===== config.mk =====
export PLATFORM = sky130hd
export DESIGN_NAME = rs_excitation_driver
export DESIGN_NICKNAME = d
export VERILOG_FILES = /design/src/rtl/rs_excitation_driver.sv
export SDC_FILE = /design/constraint.sdc
export NUM_CORES = 1
export LEC_CHECK = 0
export CORE_UTILIZATION = 39
export DETAILED_ROUTE_END_ITERATION = 10
export GPL_TIMING_DRIVEN = 0
export PLACE_DENSITY = 0.63
export REMOVE_ABC_BUFFERS = 1
export SYNTH_ARGS = -nofsm -noshare
export SYNTH_HDL_FRONTEND = slang
export SYNTH_SLANG_ARGS = --single-unit

===== constraint.sdc =====
create_clock -name clk -period 1.6 [get_ports clk]
set_input_delay 0.32 -clock clk [delete_from_list [all_inputs] [get_ports clk]]
set_output_delay 0.32 -clock clk [all_outputs]
set_load 0.02 [all_outputs]

===== src/rtl/rs_excitation_driver.sv =====
// rs_excitation_driver
// Turns a requested next-state bit into a single legal R/S excitation pulse
// for an RS flip-flop on the same clock, waits SETTLE_CYCLES idle cycles,
// then checks the flop's q/qbar feedback against the request.
// Sequence per request: IDLE -> DRIVE -> SETTLE (skipped when SETTLE_CYCLES==0)
// -> CHECK -> IDLE, i.e. one request every SETTLE_CYCLES+3 cycles.
// Optional build macro: RS_IDLE_MONITOR_EN -- when defined, the driver also
// watches the feedback while idle and pulses err (done low) whenever the flop
// disagrees with q_model or shows q==qbar.
module rs_excitation_driver #(
   parameter int SETTLE_CYCLES = 2,
   parameter int CNT_W         = 4
) (
   input  logic clk,
   input  logic reset,
   input  logic tgt_valid,
   input  logic tgt_bit,
   output logic tgt_ready,
   output logic R,
   output logic S,
   input  logic q_fb,
   input  logic qbar_fb,
   output logic busy,
   output logic done,
   output logic err,
   output logic q_model
);

   typedef enum logic [1:0] {
      ST_IDLE   = 2'd0,
      ST_DRIVE  = 2'd1,
      ST_SETTLE = 2'd2,
      ST_CHECK  = 2'd3
   } state_t;

   // Counter start value; only meaningful when there is a settle phase at all.
   localparam logic [CNT_W-1:0] SETTLE_LOAD =
      (SETTLE_CYCLES > 0) ? CNT_W'(SETTLE_CYCLES - 1) : '0;

   state_t           state;
   logic [CNT_W-1:0] settle_cnt;
   logic             tgt_q;
   logic             mismatch;

   // Feedback must show exactly the requested value on q and its complement on qbar.
   assign mismatch = (q_fb != tgt_q) || (qbar_fb != ~tgt_q);

   // Request sequencer; every output is registered here so R/S are glitch-free.
   always_ff @(posedge clk or posedge reset) begin
      if (reset) begin
         state      <= ST_IDLE;
         settle_cnt <= '0;
         tgt_q      <= 1'b0;
         R          <= 1'b0;
         S          <= 1'b0;
         done       <= 1'b0;
         err        <= 1'b0;
         q_model    <= 1'b0;
         busy       <= 1'b0;
         tgt_ready  <= 1'b1;
      end else begin
         // done/err are single-cycle pulses unless a state below re-asserts them.
         done <= 1'b0;
         err  <= 1'b0;
         case (state)
            ST_IDLE: begin
`ifdef RS_IDLE_MONITOR_EN
               err <= (q_fb != q_model) || (qbar_fb == q_fb);
`endif
               if (tgt_valid) begin
                  tgt_q     <= tgt_bit;
                  // Pulse only the input that moves the flop; equal request holds.
                  S         <= tgt_bit & ~q_model;
                  R         <= ~tgt_bit & q_model;
                  busy      <= 1'b1;
                  tgt_ready <= 1'b0;
                  state     <= ST_DRIVE;
               end
            end
            ST_DRIVE: begin
               R <= 1'b0;
               S <= 1'b0;
               if (SETTLE_CYCLES > 0) begin
                  settle_cnt <= SETTLE_LOAD;
                  state      <= ST_SETTLE;
               end else begin
                  state <= ST_CHECK;
               end
            end
            ST_SETTLE: begin
               if (settle_cnt == '0) begin
                  state <= ST_CHECK;
               end else begin
                  settle_cnt <= settle_cnt - 1'b1;
               end
            end
            ST_CHECK: begin
               done      <= 1'b1;
               err       <= mismatch;
               // q_model tracks the command; recovery after err is the caller's job.
               q_model   <= tgt_q;
               busy      <= 1'b0;
               tgt_ready <= 1'b1;
               state     <= ST_IDLE;
            end
            default: begin
               state <= ST_IDLE;
            end
         endcase
      end
   end

endmodule

==> metrics.md <==
| Metric | Value |
|---|---|
| Synthesis Warnings | `0` |
| Global routing usage on met3 | `7.35%` |
| Synth area leader | `dfrtp_1` |
| Max-cap violations | `0` |
| Clock-pin slew on the worst setup and hold paths | `90 ps` |
| Flip-flop and latch count after synthesis | `14` |
| Arr. time, crit path | `1790 ps` |
| Worst r2r src | `settle_cnt[1]` |
| Worst R2R Path Depth | `5` |
| Placed Area | `848 um^2` |
| Worst setup path start | `settle_cnt[1]` |
| Vias in the first global route | `516` |
| # H-tree levels | `1` |
| Commonest non-fill, non-tap cell in the layout | `dfrtp_1` |
| Main combinational cell family by area after synthesis | `compound AO/OA/AOI/OAI gates` |
| CTS Buf Count | `3` |
| Slew margin rel. | `65.4%` |
| Min Hold Slack | `357 ps` |
| Initial core utilization | `44.0%` |
| Adder-cell share of the synthesized area | `8.91%` |
| DRT iter0 DRCs | `13` |
| Critical path class | `reg2reg` |
| Commonest cells after routing, fill and taps aside | `13 x dfrtp_1, 8 x clkdlybuf4s50_1, 6 x inv_1, 6 x nand2_1` |
| Post-Syn Area | `702 um^2` |
| # clock sinks | `14` |
| Final worst setup slack | `-22.5 ps` |
| Post-synthesis compound-gate area fraction | `18.5%` |
| Netlist cell types | `27` |
| Synth Area in XOR/XNOR | `0%` |
| DRT antenna net count | `0` |
| Worst path cell trace | `inv_2 > ha_4 > or3b_4 > a21oi_4 > mux2_4` |
| Min-delay worst type | `in2async` |
| Failing checks | `setup timing` |
| Die W | `44.4 um` |
| GR Util met2 | `24.4%` |
| CP Data Required Time | `1770 ps` |
| Hold buffers post-CTS | `0` |
| RSZ-0062 raised after global routing | `yes` |
| DRT Wirelength | `1380 um` |
| Nets@finish | `99` |
| Vias per cell | `4.90` |
| Dpl hpwl | `918 um` |
| Slew Viols, Final | `0` |
| GRT busiest layer | `met2` |
| CTS max path bufs | `2` |
| Core box area | `1590 um^2` |
| Max stage delay on crit path | `400 ps` |
| Pwr Density | `2130 nW/um^2` |
| Largest net degree at the start of global routing | `15` |
| Final worst-path cycle share | `101%` |
| Worst setup EP type | `flip-flop` |
| R2R Path End | `state[1]` |
| Status | `finished with violations` |
| Multiplexer area fraction after synthesis | `4.63%` |
| CTS tree | `yes` |
| Fin Setup TNS | `-22.5 ps` |
| Startpoint Class | `flip-flop` |
| Port Buffer Count | `12` |
| Hold Vio Cnt, Final | `0` |
| Layout cell share with drive strength beyond 1 | `19.5%` |
| Slack of the worst reg-to-reg path | `-20 ps` |
| Register area share after synthesis | `50.1%` |
| Syn Inst Count | `67` |
| Die ar. | `1970 um^2` |
| WL/cell | `12.4 um` |
| Peak supply drop | `1140 uV` |
| Worst clock skew | `7.41 ps` |
| Endpoints failing setup | `1` |
| Die height | `44.4 um` |
| Fmax | `0.616 GHz` |
| Area contributors post-synth | `dfrtp_1 46%, ha_1 8.9%, inv_1 4.3%` |
| GPL Wtd Cong | `0.695` |
| Finished Layout Cells | `111` |
| Util after Layout | `59.9%` |
| Drt first pass iters | `6` |
| Leak Pwr | `0.478 nW` |
| Number of remaining DRC errors | `0` |
| Post-synthesis simple-gate area fraction | `13.0%` |
| # rows | `14` |
| Root buffer cell | `clkbuf_4` |
| Total GRT Usage | `16.6%` |
| Crit-path max FO | `3` |
| Slowest library cell on the worst path | `dfrtp_1` |
| Finished Cell Area | `955 um^2` |
| Post-synth top area share | `46.3%` |
| Syn_area_per_cell | `10.5 um^2` |
| GR Layer Usage met1 | `20.3%` |
| # diodes | `0` |
| First-pass GRT wire length | `2220 um` |
| Skew-Pair Late Insertion Delay | `290 ps` |
| Worst-margin pin slew | `519 ps` |
| Dpl cells | `102` |
| Period minus WS final | `1620 ps` |
| Gr ovfl total | `0` |
| Detailed-route via count | `544` |
| Area delta synth->final | `36.0%` |
| # IOs | `13` |
| Initial antenna violation count | `0` |
registers in the layout, indices dropped and copies added, names as in the netlist:
name	count
tgt_q	1
busy	1
tgt_ready	1
err	1
state	2
S	1
q_model	1
done	1
R	1
settle_cnt	4
synth_stat cells:
cell type	count
o31a_1	1
nand3b_1	2
nor2_1	4
mux2_1	2
o41ai_1	1
nand2_1	6
a21oi_2	1
a21oi_1	5
inv_1	8
o21ai_0	2
dfrtp_1	13
nand4b_1	1
mux2i_1	1
a21o_1	1
o22a_1	1
ha_1	5
a22o_1	1
nor3b_1	1
o211a_1	1
nor2b_1	1
nand3_1	1
o21ai_1	3
clkbuf_1	1
a32o_1	1
dfstp_2	1
o311ai_1	1
or3b_4	1
power breakdown:
group / internal, mW / switching [mW] / leakage, nW
combinational: 0.568 / 0.562 / 0.281
clock: 0.139 / 0.119 / 0.0210
sequential: 0.529 / 0.121 / 0.175
worst max-delay path by stage:
stage	end	cells past startpoint	slack, ps
floorplan	state[1]	5	-30
global placement	state[1]	5	-140
detailed placement	state[1]	5	-150
CTS	state[1]	5	-30
global route	state[1]	5	-60
finish	state[1]	5	-20
stage by stage:
step           total power, mW  worst slack (ps)
3_5_place_dp              1.61              -146
2_1_floorplan             1.30             -33.8
5_1_grt                   2.19             -58.6
3_3_place_gp              1.59              -136
6_report                  2.04             -22.5
4_1_cts                   1.95             -31.1
final cells by class:
cell class	instances	area [um^2]
well taps	24	30.0
inverters	8	30.0
fillers	130	639
repair buffers	17	164
multi-input cells	44	343
clock buffers	4	36.3
flip-flops and latches	14	352
routing by layer:
metal / vias up / part of all wire [%]
met5: - / 0
met4: 0 / 0.58
met3: 2 / 4.4
met2: 11 / 47
met1: 258 / 48
li1: 273 / -
kinds of logic after synthesis:
group | count (synthesis)
AOI/OAI and AO/OA | 19
adders and majority gates | 5
buffers and inverters | 9
DFF | 14
muxes | 3
and+or+nand+nor | 17
worst max-delay path: cells and delay by family (launching register included):
family / cells / cell delay, ps
AO/OA/AOI/OAI: 1 / 180
multiplexers: 1 / 310
buffers and inverters: 1 / 80
AND/OR/NAND/NOR: 1 / 400
flip-flops: 1 / 400
adder cells (fa/ha/maj): 1 / 130
what timing repair did:
| action | 4_1_cts | 5_1_grt |
|---|---|---|
| pin swaps | 1 | 2 |
| gates resized for setup | 7 | 4 |
| endpoints found under the setup margin | 2 | 4 |
| buffers inserted | 0 | 5 |
No activity file was read; power rests on OpenSTA's default activity.
